<file path="src/rtl/axi_lite_reg_slave_if.sv">
// AXI4-Lite bus bundle for the register-bank slave: the five channels plus
// master/slave views. Clock and reset travel separately as plain ports.
interface axi_lite_reg_slave_if #(
    parameter int ADDR_WIDTH = 32,
    parameter int DATA_WIDTH = 32
);
    // Write address channel
    logic                    AWVALID;
    logic                    AWREADY;
    logic [ADDR_WIDTH-1:0]   AWADDR;
    logic [2:0]              AWPROT;
    // Write data channel
    logic                    WVALID;
    logic                    WREADY;
    logic [DATA_WIDTH-1:0]   WDATA;
    logic [DATA_WIDTH/8-1:0] WSTRB;
    // Write response channel
    logic                    BVALID;
    logic                    BREADY;
    logic [1:0]              BRESP;
    // Read address channel
    logic                    ARVALID;
    logic                    ARREADY;
    logic [ADDR_WIDTH-1:0]   ARADDR;
    logic [2:0]              ARPROT;
    // Read data channel
    logic                    RVALID;
    logic                    RREADY;
    logic [DATA_WIDTH-1:0]   RDATA;
    logic [1:0]              RRESP;

    modport master (
        output AWVALID, AWADDR, AWPROT, WVALID, WDATA, WSTRB, BREADY,
               ARVALID, ARADDR, ARPROT, RREADY,
        input  AWREADY, WREADY, BVALID, BRESP, ARREADY, RVALID, RDATA, RRESP
    );

    modport slave (
        input  AWVALID, AWADDR, AWPROT, WVALID, WDATA, WSTRB, BREADY,
               ARVALID, ARADDR, ARPROT, RREADY,
        output AWREADY, WREADY, BVALID, BRESP, ARREADY, RVALID, RDATA, RRESP
    );
endinterface

</file>
<file path="src/rtl/axi_lite_reg_slave.sv">
// AXI4-Lite slave register bank. NUM_REGS word-wide registers, each either RW
// (flops driven out on reg_q) or RO (read live from reg_in). AW and W are
// accepted independently; a write commits one edge after both are held and
// raises a one-cycle wr_pulse for the target register.
module axi_lite_reg_slave #(
    parameter int                    ADDR_WIDTH = 32,
    parameter int                    DATA_WIDTH = 32,
    parameter int                    NUM_REGS   = 8,
    parameter logic [NUM_REGS-1:0]   RO_MASK    = '0,
    parameter logic [DATA_WIDTH-1:0] RESET_VAL  = '0
) (
    input  logic                           ACLK,
    input  logic                           ARESETn,
    axi_lite_reg_slave_if.slave            s_axi,
    output logic [NUM_REGS*DATA_WIDTH-1:0] reg_q,
    input  logic [NUM_REGS*DATA_WIDTH-1:0] reg_in,
    output logic [NUM_REGS-1:0]            wr_pulse
);

    localparam int STRB_W   = DATA_WIDTH / 8;
    localparam int ADDR_LSB = $clog2(STRB_W);
    localparam int IDX_W    = (NUM_REGS > 1) ? $clog2(NUM_REGS) : 1;
    localparam logic [IDX_W:0] NUM_REGS_X  = (IDX_W + 1)'(NUM_REGS);
    localparam logic [1:0]     RESP_OKAY   = 2'b00;
    localparam logic [1:0]     RESP_SLVERR = 2'b10;

    typedef enum logic { WR_COLLECT, WR_RESP } wr_state_e;
    typedef enum logic { RD_IDLE,    RD_DATA } rd_state_e;

    // Register index carried in the address, byte offset stripped.
    function automatic logic [IDX_W-1:0] addr_idx(input logic [ADDR_WIDTH-1:0] a);
        return a[ADDR_LSB +: IDX_W];
    endfunction

    // In range when no bits above the index field are set and the index exists.
    function automatic logic addr_ok(input logic [ADDR_WIDTH-1:0] a);
        logic [ADDR_WIDTH-1:0] upper;
        logic [IDX_W:0]        idx_ext;
        upper   = a >> (ADDR_LSB + IDX_W);
        idx_ext = {1'b0, a[ADDR_LSB +: IDX_W]};
        return (upper == '0) && (idx_ext < NUM_REGS_X);
    endfunction

    // Byte-lane merge of new data over the old register value.
    function automatic logic [DATA_WIDTH-1:0] merge_strb(
        input logic [DATA_WIDTH-1:0] old_v,
        input logic [DATA_WIDTH-1:0] new_v,
        input logic [STRB_W-1:0]     strb
    );
        logic [DATA_WIDTH-1:0] r;
        r = old_v;
        for (int b = 0; b < STRB_W; b++) begin
            if (strb[b]) r[8*b +: 8] = new_v[8*b +: 8];
        end
        return r;
    endfunction

    // Write channel state
    wr_state_e             wr_state_q, wr_state_d;
    logic                  aw_have_q, aw_have_d;
    logic                  w_have_q, w_have_d;
    logic                  awready_q, awready_d;
    logic                  wready_q, wready_d;
    logic                  bvalid_q, bvalid_d;
    logic [1:0]            bresp_q, bresp_d;
    logic [NUM_REGS-1:0]   wr_pulse_q, wr_pulse_d;
    logic [ADDR_WIDTH-1:0] awaddr_q;
    logic [DATA_WIDTH-1:0] wdata_q;
    logic [STRB_W-1:0]     wstrb_q;
    logic                  aw_hs, w_hs, wr_ok, wr_en;
    logic [IDX_W-1:0]      wr_idx;

    // Read channel state
    rd_state_e             rd_state_q, rd_state_d;
    logic                  arready_q, arready_d;
    logic                  rvalid_q, rvalid_d;
    logic [DATA_WIDTH-1:0] rdata_q, rdata_d;
    logic [1:0]            rresp_q, rresp_d;
    logic                  ar_hs;
    logic [IDX_W-1:0]      rd_idx;
    logic [DATA_WIDTH-1:0] rd_sel_data;
    logic [1:0]            rd_sel_resp;

    // Register storage and flattened views
    logic [DATA_WIDTH-1:0] regs_q   [NUM_REGS];
    logic [DATA_WIDTH-1:0] reg_in_a [NUM_REGS];

    for (genvar i = 0; i < NUM_REGS; i++) begin : g_flat
        assign reg_q[i*DATA_WIDTH +: DATA_WIDTH] = regs_q[i];
        assign reg_in_a[i] = reg_in[i*DATA_WIDTH +: DATA_WIDTH];
    end

    assign aw_hs  = s_axi.AWVALID & awready_q;
    assign w_hs   = s_axi.WVALID  & wready_q;
    assign ar_hs  = s_axi.ARVALID & arready_q;
    assign wr_idx = addr_idx(awaddr_q);
    assign rd_idx = addr_idx(s_axi.ARADDR);
    assign wr_ok  = addr_ok(awaddr_q) && !RO_MASK[wr_idx];

    // Write FSM: collect AW/W independently, commit, then hold the response.
    always_comb begin
        wr_state_d = wr_state_q;
        aw_have_d  = aw_have_q;
        w_have_d   = w_have_q;
        awready_d  = awready_q;
        wready_d   = wready_q;
        bvalid_d   = bvalid_q;
        bresp_d    = bresp_q;
        wr_pulse_d = '0;
        wr_en      = 1'b0;
        case (wr_state_q)
            WR_COLLECT: begin
                if (aw_have_q && w_have_q) begin
                    wr_state_d = WR_RESP;
                    aw_have_d  = 1'b0;
                    w_have_d   = 1'b0;
                    awready_d  = 1'b0;
                    wready_d   = 1'b0;
                    bvalid_d   = 1'b1;
                    if (wr_ok) begin
                        wr_en              = 1'b1;
                        wr_pulse_d[wr_idx] = 1'b1;
                        bresp_d            = RESP_OKAY;
                    end else begin
                        bresp_d = RESP_SLVERR;
                    end
                end else begin
                    aw_have_d = aw_have_q | aw_hs;
                    w_have_d  = w_have_q  | w_hs;
                    awready_d = ~aw_have_d;
                    wready_d  = ~w_have_d;
                end
            end
            WR_RESP: begin
                if (s_axi.BREADY) begin
                    wr_state_d = WR_COLLECT;
                    bvalid_d   = 1'b0;
                    awready_d  = 1'b1;
                    wready_d   = 1'b1;
                end
            end
            default: wr_state_d = WR_COLLECT;
        endcase
    end

    // Write control state register.
    always_ff @(posedge ACLK or negedge ARESETn) begin
        if (!ARESETn) begin
            wr_state_q <= WR_COLLECT;
            aw_have_q  <= 1'b0;
            w_have_q   <= 1'b0;
            awready_q  <= 1'b0;
            wready_q   <= 1'b0;
            bvalid_q   <= 1'b0;
            bresp_q    <= 2'b00;
            wr_pulse_q <= '0;
        end else begin
            wr_state_q <= wr_state_d;
            aw_have_q  <= aw_have_d;
            w_have_q   <= w_have_d;
            awready_q  <= awready_d;
            wready_q   <= wready_d;
            bvalid_q   <= bvalid_d;
            bresp_q    <= bresp_d;
            wr_pulse_q <= wr_pulse_d;
        end
    end

    // Capture write address/data on their handshakes; only used once flagged.
    always_ff @(posedge ACLK) begin
        if (aw_hs) awaddr_q <= s_axi.AWADDR;
        if (w_hs) begin
            wdata_q <= s_axi.WDATA;
            wstrb_q <= s_axi.WSTRB;
        end
    end

    // Register bank: byte-lane update on a committed write.
    always_ff @(posedge ACLK or negedge ARESETn) begin
        if (!ARESETn) begin
            for (int i = 0; i < NUM_REGS; i++) regs_q[i] <= RESET_VAL;
        end else if (wr_en) begin
            regs_q[wr_idx] <= merge_strb(regs_q[wr_idx], wdata_q, wstrb_q);
        end
    end

    // Read source select: RW from flops (pre-write value), RO from fabric.
    always_comb begin
        rd_sel_data = '0;
        rd_sel_resp = RESP_SLVERR;
        if (addr_ok(s_axi.ARADDR)) begin
            rd_sel_resp = RESP_OKAY;
            rd_sel_data = RO_MASK[rd_idx] ? reg_in_a[rd_idx] : regs_q[rd_idx];
        end
    end

    // Read FSM: accept one address, register the data, hold until RREADY.
    always_comb begin
        rd_state_d = rd_state_q;
        arready_d  = arready_q;
        rvalid_d   = rvalid_q;
        rdata_d    = rdata_q;
        rresp_d    = rresp_q;
        case (rd_state_q)
            RD_IDLE: begin
                arready_d = 1'b1;
                if (ar_hs) begin
                    rd_state_d = RD_DATA;
                    arready_d  = 1'b0;
                    rvalid_d   = 1'b1;
                    rdata_d    = rd_sel_data;
                    rresp_d    = rd_sel_resp;
                end
            end
            RD_DATA: begin
                if (s_axi.RREADY) begin
                    rd_state_d = RD_IDLE;
                    rvalid_d   = 1'b0;
                    arready_d  = 1'b1;
                end
            end
            default: rd_state_d = RD_IDLE;
        endcase
    end

    // Read state register.
    always_ff @(posedge ACLK or negedge ARESETn) begin
        if (!ARESETn) begin
            rd_state_q <= RD_IDLE;
            arready_q  <= 1'b0;
            rvalid_q   <= 1'b0;
            rdata_q    <= '0;
            rresp_q    <= 2'b00;
        end else begin
            rd_state_q <= rd_state_d;
            arready_q  <= arready_d;
            rvalid_q   <= rvalid_d;
            rdata_q    <= rdata_d;
            rresp_q    <= rresp_d;
        end
    end

    assign s_axi.AWREADY = awready_q;
    assign s_axi.WREADY  = wready_q;
    assign s_axi.BVALID  = bvalid_q;
    assign s_axi.BRESP   = bresp_q;
    assign s_axi.ARREADY = arready_q;
    assign s_axi.RVALID  = rvalid_q;
    assign s_axi.RDATA   = rdata_q;
    assign s_axi.RRESP   = rresp_q;
    assign wr_pulse      = wr_pulse_q;

    // Protection attributes carry no meaning for this register bank.
    logic unused_prot;
    assign unused_prot = ^{s_axi.AWPROT, s_axi.ARPROT};

endmodule
</file>
<file path="src/flat_wrapper.sv">
// flat-port wrapper written by rule: the top's interface ports become plain ports
module axi_lite_reg_slave_flat 
#(
    parameter int                    ADDR_WIDTH = 32,
    parameter int                    DATA_WIDTH = 32,
    parameter int                    NUM_REGS   = 8,
    parameter logic [NUM_REGS-1:0]   RO_MASK    = '0,
    parameter logic [DATA_WIDTH-1:0] RESET_VAL  = '0
)
  (ACLK, ARESETn, reg_q, reg_in, wr_pulse, s_axi_AWVALID, s_axi_AWADDR, s_axi_AWPROT, s_axi_WVALID, s_axi_WDATA, s_axi_WSTRB, s_axi_BREADY, s_axi_ARVALID, s_axi_ARADDR, s_axi_ARPROT, s_axi_RREADY, s_axi_AWREADY, s_axi_WREADY, s_axi_BVALID, s_axi_BRESP, s_axi_ARREADY, s_axi_RVALID, s_axi_RDATA, s_axi_RRESP);
  axi_lite_reg_slave_if #(.ADDR_WIDTH(ADDR_WIDTH), .DATA_WIDTH(DATA_WIDTH)) s_axi_i ();
  input  logic ACLK;
  input  logic ARESETn;
  output logic [NUM_REGS*DATA_WIDTH-1:0] reg_q;
  input  logic [NUM_REGS*DATA_WIDTH-1:0] reg_in;
  output logic [NUM_REGS-1:0] wr_pulse;
  input wire logic [$bits(s_axi_i.AWVALID)-1:0] s_axi_AWVALID;
  input wire logic [$bits(s_axi_i.AWADDR)-1:0] s_axi_AWADDR;
  input wire logic [$bits(s_axi_i.AWPROT)-1:0] s_axi_AWPROT;
  input wire logic [$bits(s_axi_i.WVALID)-1:0] s_axi_WVALID;
  input wire logic [$bits(s_axi_i.WDATA)-1:0] s_axi_WDATA;
  input wire logic [$bits(s_axi_i.WSTRB)-1:0] s_axi_WSTRB;
  input wire logic [$bits(s_axi_i.BREADY)-1:0] s_axi_BREADY;
  input wire logic [$bits(s_axi_i.ARVALID)-1:0] s_axi_ARVALID;
  input wire logic [$bits(s_axi_i.ARADDR)-1:0] s_axi_ARADDR;
  input wire logic [$bits(s_axi_i.ARPROT)-1:0] s_axi_ARPROT;
  input wire logic [$bits(s_axi_i.RREADY)-1:0] s_axi_RREADY;
  output wire logic [$bits(s_axi_i.AWREADY)-1:0] s_axi_AWREADY;
  output wire logic [$bits(s_axi_i.WREADY)-1:0] s_axi_WREADY;
  output wire logic [$bits(s_axi_i.BVALID)-1:0] s_axi_BVALID;
  output wire logic [$bits(s_axi_i.BRESP)-1:0] s_axi_BRESP;
  output wire logic [$bits(s_axi_i.ARREADY)-1:0] s_axi_ARREADY;
  output wire logic [$bits(s_axi_i.RVALID)-1:0] s_axi_RVALID;
  output wire logic [$bits(s_axi_i.RDATA)-1:0] s_axi_RDATA;
  output wire logic [$bits(s_axi_i.RRESP)-1:0] s_axi_RRESP;
  assign s_axi_i.AWVALID = s_axi_AWVALID;
  assign s_axi_i.AWADDR = s_axi_AWADDR;
  assign s_axi_i.AWPROT = s_axi_AWPROT;
  assign s_axi_i.WVALID = s_axi_WVALID;
  assign s_axi_i.WDATA = s_axi_WDATA;
  assign s_axi_i.WSTRB = s_axi_WSTRB;
  assign s_axi_i.BREADY = s_axi_BREADY;
  assign s_axi_i.ARVALID = s_axi_ARVALID;
  assign s_axi_i.ARADDR = s_axi_ARADDR;
  assign s_axi_i.ARPROT = s_axi_ARPROT;
  assign s_axi_i.RREADY = s_axi_RREADY;
  assign s_axi_AWREADY = s_axi_i.AWREADY;
  assign s_axi_WREADY = s_axi_i.WREADY;
  assign s_axi_BVALID = s_axi_i.BVALID;
  assign s_axi_BRESP = s_axi_i.BRESP;
  assign s_axi_ARREADY = s_axi_i.ARREADY;
  assign s_axi_RVALID = s_axi_i.RVALID;
  assign s_axi_RDATA = s_axi_i.RDATA;
  assign s_axi_RRESP = s_axi_i.RRESP;
  axi_lite_reg_slave #(.ADDR_WIDTH(ADDR_WIDTH), .DATA_WIDTH(DATA_WIDTH), .NUM_REGS(NUM_REGS), .RO_MASK(RO_MASK), .RESET_VAL(RESET_VAL)) u_core (.ACLK(ACLK), .ARESETn(ARESETn), .s_axi(s_axi_i), .reg_q(reg_q), .reg_in(reg_in), .wr_pulse(wr_pulse));
endmodule
</file>
<file path="config.mk">
export PLATFORM = sky130hd
export DESIGN_NAME = axi_lite_reg_slave_flat
export DESIGN_NICKNAME = d
export VERILOG_FILES = /design/src/rtl/axi_lite_reg_slave_if.sv /design/src/rtl/axi_lite_reg_slave.sv /design/src/flat_wrapper.sv
export SDC_FILE = /design/constraint.sdc
export NUM_CORES = 1
export LEC_CHECK = 0
export BUFFER_PORTS_ARGS = -buffer_cell sky130_fd_sc_hd__buf_2
export CORE_AREA = 2 2 272 274
export CTS_BUF_LIST = sky130_fd_sc_hd__clkbuf_8 sky130_fd_sc_hd__clkbuf_16
export DETAILED_ROUTE_END_ITERATION = 8
export DIE_AREA = 0 0 274 276
export PLACE_DENSITY = 0.57
export SKIP_CTS_REPAIR_TIMING = 1
export SLEW_MARGIN = 25
export SYNTH_ARGS = -nofsm -noshare
export SYNTH_HDL_FRONTEND = slang
export SYNTH_SLANG_ARGS = --single-unit
</file>
<file path="constraint.sdc">
create_clock -name ACLK -period 2.4 [get_ports ACLK]
set_input_delay 0.48 -clock ACLK [delete_from_list [all_inputs] [get_ports ACLK]]
set_output_delay 0.48 -clock ACLK [all_outputs]
set_load 0.03 [all_outputs]
</file>
After elaboration in Yosys (flattened, before gate mapping)

Memory sizes are Yosys's and may differ from the RTL's. A register that Yosys moved wholly into a read port is not among the register bits.
Index checks and enable logic that the tools add are counted.

Input port bits: 369
Output and inout bits: 305
Word-level logic and storage cells: 115
Memory bits (read-only): 16
Memories: 2
Flip-flop bits (word level): 377

Memory list:

| name            | words | bits a word | read ports | clocked after Yosys merged registers in | write ports | line                      | source |
|---|---|---|---|---|---|---|---|
| (no name shown) | 8     | 1           | 1          | 1                                       | 0           | axi_lite_reg_slave.sv:98  | `assign wr_ok = addr_ok(awaddr_q) && !RO_MASK[wr_idx];` |
| (no name shown) | 8     | 1           | 1          | 0                                       | 0           | axi_lite_reg_slave.sv:193 | `rd_sel_data = RO_MASK[rd_idx] ? reg_in_a[rd_idx] : regs_q[rd_idx];` |

Bitwise operators: 11
Mux-type cells: 57
$lt $le $gt $ge: 6
Reductions and logical operators: 11
Eq/ne operators: 4

Operators with widths:

| operator                                                           | count |
|---|---|
| binary-select mux 32 bit (select 3 bit)                            | 3 |
| 2-to-1 mux 32 bit                                                  | 9 |
| bitwise mux 256 bit                                                | 1 |
| demux 32 bit (select 3 bit)                                        | 1 |
| 2-to-1 mux 8 bit                                                   | 11 |
| zero test 32 bit                                                   | 2 |
| 2-to-1 mux 1 bit                                                   | 21 |
| one-hot mux 1 bit (2 select lines)                                 | 7 |
| greater-or-equal comparator 4 bit (second input constant)          | 2 |
| < comparator 3 x 4 -> 1 bit (second input constant)                | 2 |
| NOT 3 -> 4 bit                                                     | 2 |
| AND reduction 2 bit                                                | 4 |
| logical AND 1 bit                                                  | 4 |
| < comparator 4 x 1 -> 1 bit (second input constant)                | 1 |
| 2-to-1 mux 2 bit                                                   | 2 |
| inequality test 2 x 1 -> 1 bit (second input constant)             | 2 |
| inequality test 2 bit (second input constant)                      | 2 |
| NOT 1 bit                                                          | 4 |
| AND 1 bit                                                          | 3 |
| demux 1 bit (select 3 bit)                                         | 1 |
| greater-or-equal comparator 3 x 1 -> 1 bit (second input constant) | 1 |
| 2-to-1 mux 3 bit                                                   | 1 |
| OR 1 bit                                                           | 2 |
| zero test 1 bit                                                    | 1 |

Longest topological paths before layout

Gate-level depths: netlist (run 1).

Depth in word-level cells: 9
Mapped depth: 6
Mapped depth without buffers: 4

Worst setup path before layout (run 1)

No wires, ideal clock.

Path type: register to register
Start: register u_core.awaddr_q[15]
End: register u_core.regs_q (netlist bit u_core.reg_q[129])
Stages on the path, launching flop included: 6
Arrival: 2.071 ns
Period minus slack after synthesis: 2.196 ns
Setup slack: 0.204 ns
Setup time: 0.125 ns
Cells stage by stage: edfxtp_1 -> nor4_4 -> nand4_4 -> nor4_4 -> buf_8 -> mux2_4

Longest elaborated chain between the ends: 5

Ends and longest elaborated chain:

| element                       | line                      | source |
|---|---|---|
| start, declared               | axi_lite_reg_slave.sv:67  | `logic [ADDR_WIDTH-1:0] awaddr_q;` |
| start signal, assigned        | axi_lite_reg_slave.sv:171 | `if (aw_hs) awaddr_q <= s_axi.AWADDR;` |
| zero test 32 bit              | axi_lite_reg_slave.sv:41  | `return (upper == '0) && (idx_ext < NUM_REGS_X);` |
| logical AND 1 bit             | axi_lite_reg_slave.sv:98  |  |
| 2-to-1 mux 1 bit              | axi_lite_reg_slave.sv:120 | `if (wr_ok) begin` |
| 2-to-1 mux 1 bit              | axi_lite_reg_slave.sv:113 | `if (aw_have_q && w_have_q) begin` |
| 2-to-1 mux 1 bit              | axi_lite_reg_slave.sv:111 | `case (wr_state_q)` |
| end signal, assigned by index | axi_lite_reg_slave.sv:183 | `regs_q[wr_idx] <= merge_strb(regs_q[wr_idx], wdata_q, wstrb_q);` |
| end, declared                 | axi_lite_reg_slave.sv:85  | `logic [DATA_WIDTH-1:0] regs_q [NUM_REGS];` |

No other way between the ends.
A chain may end at the register's enable or synchronous reset.

Worst setup path after layout (run 1)

Start: register u_core.awaddr_q[15]
End: register u_core.regs_q (netlist bit u_core.reg_q[212])

The elaborated chain is that of the path after synthesis.

==> results of run 1 <==
==> Yosys cell counts (30+ instances only) <==
cell / instances / share of area
o22ai_1: 64 / 0.022
nand2b_1: 34 / 0.012
dfrtp_1: 307 / 0.43
o31a_1: 33 / 0.016
mux2i_1: 160 / 0.089
clkbuf_1: 32 / 0.0067
nand2_1: 36 / 0.0075
mux2_4: 30 / 0.025
o21ai_0: 35 / 0.0097
mux4_2: 64 / 0.080
mux2_2: 206 / 0.13
edfxtp_1: 66 / 0.11
==> metal layers <==
layer | global-route usage | vias to the layer above | wire, microns
met4 | 0.06285 | 2 | 2328
li1 | - | 5513 | -
met3 | 0.06592 | 147 | 6746
met5 | 0 | - | 11
met1 | 0.2352 | 6692 | 29670
met2 | 0.2554 | 572 | 28750
==> registers in the layout, indices dropped and copies added (netlist names) <==
name,flops
u_core.s_axi.BVALID,1
u_core.s_axi.BRESP,1
u_core.wr_state_q,1
u_core.rd_state_q,1
u_core.aw_have_q,1
u_core.wr_pulse,8
u_core.s_axi.AWREADY,1
u_core.s_axi.RDATA,32
u_core.s_axi.ARREADY,1
u_core.s_axi.RVALID,1
u_core.wdata_q,32
u_core.awaddr_q,30
u_core.s_axi.RRESP,1
u_core.s_axi.WREADY,1
u_core.reg_q,256
u_core.w_have_q,1
u_core.wstrb_q,4
==> power groups by stage <==
stage                     registers, uW  logic [uW]  clock network, uW
after detailed placement           7090        2090                  0
after global placement             7080        2060                  0
after CTS                          6980        2100               7480
after floorplan                    7080        1050                  0
after global routing               7000        2220               7740
final                              6970        2080               7270
==> per-stage QoR <==
| stage | hold slack [ns] | total power (uW) | utilization |
|---|---|---|---|
| global route | 0.03353 | 16950 | 0.3216 |
| global placement | 0.4650 | 9139 | 0.2989 |
| floorplan | 0.1844 | 8137 | - |
| finish | 0.07221 | 16320 | 0.3217 |
| detailed placement | 0.4668 | 9177 | 0.2989 |
| CTS | -0.1364 | 16550 | 0.3212 |
==> worst paths after layout <==
| check | cells after the start | from | to | slack [ns] |
|---|---|---|---|---|
| worst max register to register | 7 | u_core.awaddr_q[15]$_DFFE_PP_ | u_core.reg_q[212]$_DFFE_PN0P_ | 0.12 |
| worst min register to register | 2 | u_core.s_axi.RDATA[18]$_DFFE_PN0P_ | u_core.s_axi.RDATA[18]$_DFFE_PN0P_ | 0.47 |
| worst min-delay path | 1 | s_axi_WDATA[13] | u_core.wdata_q[13]$_DFFE_PP_ | 0.07 |
| min in group asynchronous | 2 | ARESETn | u_core.reg_q[100]$_DFFE_PN0P_ | 0.45 |
| worst max-delay path | 7 | u_core.awaddr_q[15]$_DFFE_PP_ | u_core.reg_q[212]$_DFFE_PN0P_ | 0.12 |
| max in group asynchronous | 3 | ARESETn | u_core.s_axi.RDATA[13]$_DFFE_PN0P_ | 1.16 |
==> logic make-up (layout without fill, tap and decap cells) <==
group,count (synthesis),count (layout),share of synthesized area
multiplexers,480,480,0.3351
buffers and inverters,91,574,0.03118
AO/OA/AOI/OAI,141,141,0.05139
flip-flops,373,373,0.5364
AND/OR/NAND/NOR,112,112,0.04569
other,1,7,0.0002081
==> layout make-up <==
type,count,share of cell area
clock buffers,56,0.05615
repair buffers,479,0.1301
well taps,959,0.05139
multi-input cells,735,0.3342
flip-flops and latches,373,0.4139
diodes,5,0.0005358
clock inverters,34,0.01297
inverters,5,0.0008037
==> run metrics, run 1 <==
outcome finished, final reports clean; Overall Global Routing Usage 0.1749; FFs w/ async S/R, synth 0.8231; startpoint types flip-flop; sequential share of power 0.427; register area 9664 sq um; Worst path top cell family by delay simple AND/OR/NAND/NOR gates; Worst slew margin 0.4193; Synth Flop Type dfrtp_1; Starting Density 0.2482; final cell count without fillers 2646; total core area 72590 sq um; via count 12926; final setup fails 0; final RePlAce weighted congestion 0.8085; vias in the first global route 13638; Syn-to-layout area delta 29.60%; Die X 274 microns; Pint 11790 uW; critical path's slowest cell edfxtp_1; Final Slew Violations 0; Syn Std Cell Area 18020 sq um; clk_lat worst skew 0.58 ns; first-pass GRT wire length 96.74 mm; vias per cell 4.885; period utilization 0.9484; number of DRC markers in iteration 0 778; Peak Freq 439.3 MHz; Psw 4536 uW; total die area 75620 sq um; TritonRoute pass-1 iters 5; Worst Path Arrival 2.74 ns; number of synthesized flops with an enable pin 66; mean area per synthesized cell 15.04 sq um; Max IR drop VDD 0.7342 mV; num ports 674; Max Fanout on Critical Path 9; number of clock sinks 373; clock slew at reported path FFs 0.06 ns; dpl hpwl 46.37 mm; Cell Pwr Density 699.1 nW/um^2; Synth cell types 38; placed insts 2548; port bufs 405; CP cell instances nor4_4 -> nand4_4 -> buf_12 -> nor4_4 -> buf_4 -> buf_12 -> mux2_2; Yosys reg bits 373; RSZ-0062 raised after global routing no; max-cap viol count 0; worst hold path type input pin to flip-flop; data required time at the worst endpoint 2.86 ns; Crit. End Element flip-flop; CTS H-tree depth 2; Net count, final 2011; fin crit period 2.276 ns; share of post-route cells with drive strength above 1 0.5196; switching share of power 0.2778; Post-DP Area 21700 sq um; most frequent cells in the layout buf_2 (402), dfrtp_1 (307), mux2_2 (206), mux2i_1 (160), edfxtp_1 (66); TritonCTS clock tree done; Bufs and invs on worst path 3; Post-Route WL 67.51 mm; most common cell after layout, fill and taps aside buf_2; largest net degree at the start of global routing 62; footprint of the multi-input gates 7804 sq um; Logic pwr share 0.128; post-synthesis sequential area ratio 0.5364; final clock skew 0.01568 ns; Setup TNS Final 0 ns; Die Y 276 microns; wire per inst 25.51 microns; Num CTS Buffers 48; Synthesis Warnings 0; worst slew pin tran 0.8710 ns; CTS Root Cell clkbuf_16; CP peak stage delay 0.41 ns; final instance area 23350 sq um; Residual DRC 0; row count 99; static leakage 0.01140 uW; initial antenna violation count 6; Setup WS pre-CTS -0.03603 ns; final hold violation count 0; GR Overflow Total 0; Post-DRT Antenna Nets 0; filler instances 7261; PnR worst setup slack 0.1237 ns; Crit Path Class flip-flop to flip-flop; cell count after synthesis 1198; Clock power frac 0.445; CTS max path bufs 3
No activity file was read; power rests on OpenSTA's default activity.
==> run 2, diff against run 1 <==
--- a/config.mk
+++ b/config.mk
@@ -8,9 +8,9 @@
 export BUFFER_PORTS_ARGS = -buffer_cell sky130_fd_sc_hd__buf_2
 export CORE_AREA = 2 2 272 274
 export CTS_BUF_LIST = sky130_fd_sc_hd__clkbuf_8 sky130_fd_sc_hd__clkbuf_16
+export CTS_CLUSTER_SIZE = 12
 export DETAILED_ROUTE_END_ITERATION = 8
 export DIE_AREA = 0 0 274 276
-export PLACE_DENSITY = 0.57
 export SKIP_CTS_REPAIR_TIMING = 1
 export SLEW_MARGIN = 25
 export SYNTH_ARGS = -nofsm -noshare
==> run 2 against run 1 <==
Clock power down 2.9%. Hold slack worse by 0.015 ns. Total power is 1.3% lower. Global-route usage about the same. Setup slack lost 0.073 ns. Die area unchanged. Sequential power barely moved. Maximum frequency fell by 3.1%. Final area barely moved. Combinational power is essentially flat. Sequential share of layout area is essentially flat. Wire length fell by 0.15%. Critical path type unchanged.
==> run metrics, run 2 (synthesis results as in run 1) <==
outcome finished, final reports clean; Syn-to-layout area delta 29.67% (about the same); RSZ-0062 raised after global routing yes; total die area 75620 sq um (unchanged); Worst path top cell family by delay simple AND/OR/NAND/NOR gates; Worst Reg-to-Reg Cells 7 (unchanged); largest net degree at the start of global routing 65 (+4.8%); static leakage 0.01137 uW (-0.31%); most common cell after layout, fill and taps aside buf_2; Worst slew margin 0.5076 (+0.08830); CP cell instances nor4_4 -> nand4_4 -> buf_12 -> nor4_4 -> buf_6 -> buf_12 -> mux2_2; max-cap viol count 0 (unchanged); Bufs and invs on worst path 3 (unchanged); Cell Pwr Density 689.8 nW/um^2 (-1.3%); dpl hpwl 46.71 mm (+0.72%); Post-DRT Antenna Nets 0 (unchanged); share of post-route cells with drive strength above 1 0.5229 (+0.003256); CTS Root Cell clkbuf_16; CTS H-tree depth 2 (unchanged); vias per cell 4.908 (+0.47%); hold path start s_axi_WSTRB[1]; r2r setup slk 0.05 ns (-0.07 ns); Power, Total 16120 uW (-1.3%); num ports 674 (unchanged); total core area 72590 sq um (unchanged); startpoint types flip-flop; vias in the first global route 13862 (+1.6%); Starting Density 0.2482 (unchanged); critical path's slowest cell nor4_4; Endpoint, Worst Hold u_core.wstrb_q[1]$_DFFE_PP_; placed insts 2552 (+0.16%); Num CTS Buffers 46 (-4.2%); Peak Freq 425.6 MHz (-3.1%); clk_lat worst skew 0.60 ns (+0.02 ns); wire per inst 25.49 microns (about the same); period utilization 0.9789 (+0.03050); hold depth 1 (unchanged); Die Y 276 microns (unchanged); final hold slack 0.05758 ns (-0.01462 ns); most frequent cells in the layout buf_2 (402), dfrtp_1 (307), mux2_2 (196), mux2i_1 (160), edfxtp_1 (66); final clock skew 0.03447 ns (+0.01879 ns); final hold violation count 0 (unchanged); Crit Path Class flip-flop to flip-flop; Post-Route WL 67.41 mm (-0.15%); final RePlAce weighted congestion 0.8540 (+5.6%); Net count, final 2015 (+0.20%); final cell count without fillers 2644 (-0.076%); row count 99 (unchanged); Final Slew Violations 0 (unchanged); Worst Path Arrival 2.83 ns (+0.09 ns); TritonRoute pass-1 iters 4 (-1); clock slew at reported path FFs 0.06 ns (about the same); number of DRC markers in iteration 0 773 (-0.64%); Worst R2R Start u_core.awaddr_q[23]$_DFFE_PP_; Die X 274 microns (unchanged); via count 12977 (+0.39%); TritonCTS clock tree done; worst hold path type input pin to flip-flop; GR Overflow Total 0 (unchanged); fin crit period 2.349 ns (+0.07319 ns); number of clock sinks 373 (unchanged); worst reg2reg endpoint u_core.reg_q[227]$_DFFE_PN0P_; Residual DRC 0 (unchanged); first-pass GRT wire length 97.77 mm (+1.1%); data required time at the worst endpoint 2.89 ns (+0.03 ns); Setup TNS Final 0 ns (unchanged); Max Fanout on Critical Path 11 (+2); worst slew pin tran 0.7386 ns (-0.1325 ns); Crit. End Element flip-flop; final setup fails 0 (unchanged); Overall Global Routing Usage 0.1750 (about the same); CP peak stage delay 0.45 ns (+0.04 ns); Max IR drop VDD 0.6496 mV (-12%); initial antenna violation count 8 (+2); max reg flops 256 (unchanged); CTS max path bufs 3 (unchanged); port bufs 405 (unchanged)
[run 2: cell types whose count changed in the layout (fill, tap and decap cells not counted), sizes merged]
cell	change
clkinv	+6
buf	+5
bufinv	-1
clkinvlp	+1
diode	-3
inv	-8
clkbuf	-2
[run 2: area by class of cell]
| type | count | area [sq um] |
|---|---|---|
| Sequential cell | 373 | 9664 |
| Inverter | 5 | 18.77 |
| Fill cell | 7278 | 49220 |
| Timing Repair Buffer | 485 | 3049 |
| Multi-Input combinational cell | 735 | 7859 |
| Clock inverter | 32 | 320.3 |
| Clock buffer | 53 | 1247 |
| Antenna cell | 2 | 5.005 |
| Tap cell | 959 | 1200 |
[run 2: worst max path at each step]
stage                                   from                       endpoint  cells past startpoint
6_report       u_core.awaddr_q[23]$_DFFE_PP_  u_core.reg_q[227]$_DFFE_PN0P_                      7
5_1_grt        u_core.awaddr_q[23]$_DFFE_PP_  u_core.reg_q[233]$_DFFE_PN0P_                      7
4_1_cts        u_core.awaddr_q[24]$_DFFE_PP_  u_core.reg_q[242]$_DFFE_PN0P_                      7
3_5_place_dp   u_core.awaddr_q[24]$_DFFE_PP_  u_core.reg_q[227]$_DFFE_PN0P_                      7
3_3_place_gp   u_core.awaddr_q[24]$_DFFE_PP_  u_core.reg_q[231]$_DFFE_PN0P_                      7
2_1_floorplan  u_core.awaddr_q[15]$_DFFE_PP_  u_core.reg_q[129]$_DFFE_PN0P_                      5
[run 2: where the power goes]
| part | internal [uW] | switching [uW] | total, uW |
|---|---|---|---|
| combinational | 675 | 1400 | 2070 |
| sequential | 6770 | 209 | 6980 |
| clock | 4100 | 2970 | 7060 |
| total | 11500 | 4570 | 16100 |
[run 2: worst register-to-register path, cell delays in order, from the launching register on]
cell,delay [ns]
edfxtp_1,0.41
nor4_4,0.34
nand4_4,0.13
buf_12,0.17
nor4_4,0.46
buf_6,0.22
buf_12,0.18
mux2_2,0.35
[run 2: per-layer routing]
layer,vias to the layer above,track usage,routed length [microns]
li1,5508,-,-
met1,6730,0.2315,28850
met2,597,0.2631,29670
met3,130,0.06766,6937
met4,12,0.05337,1866
met5,-,0,77
[run 2: through the flow]
| stage | cell area, sq um | utilization | setup slack [ns] |
|---|---|---|---|
| after floorplan | 18020 | - | 0.2042 |
| after global placement | 21670 | 0.2985 | -0.03377 |
| after detailed placement | 21670 | 0.2985 | -0.04381 |
| after CTS | 23230 | 0.3201 | -0.04661 |
| after global routing | 23360 | 0.3218 | -0.02927 |
| final | 23360 | 0.3219 | 0.05056 |
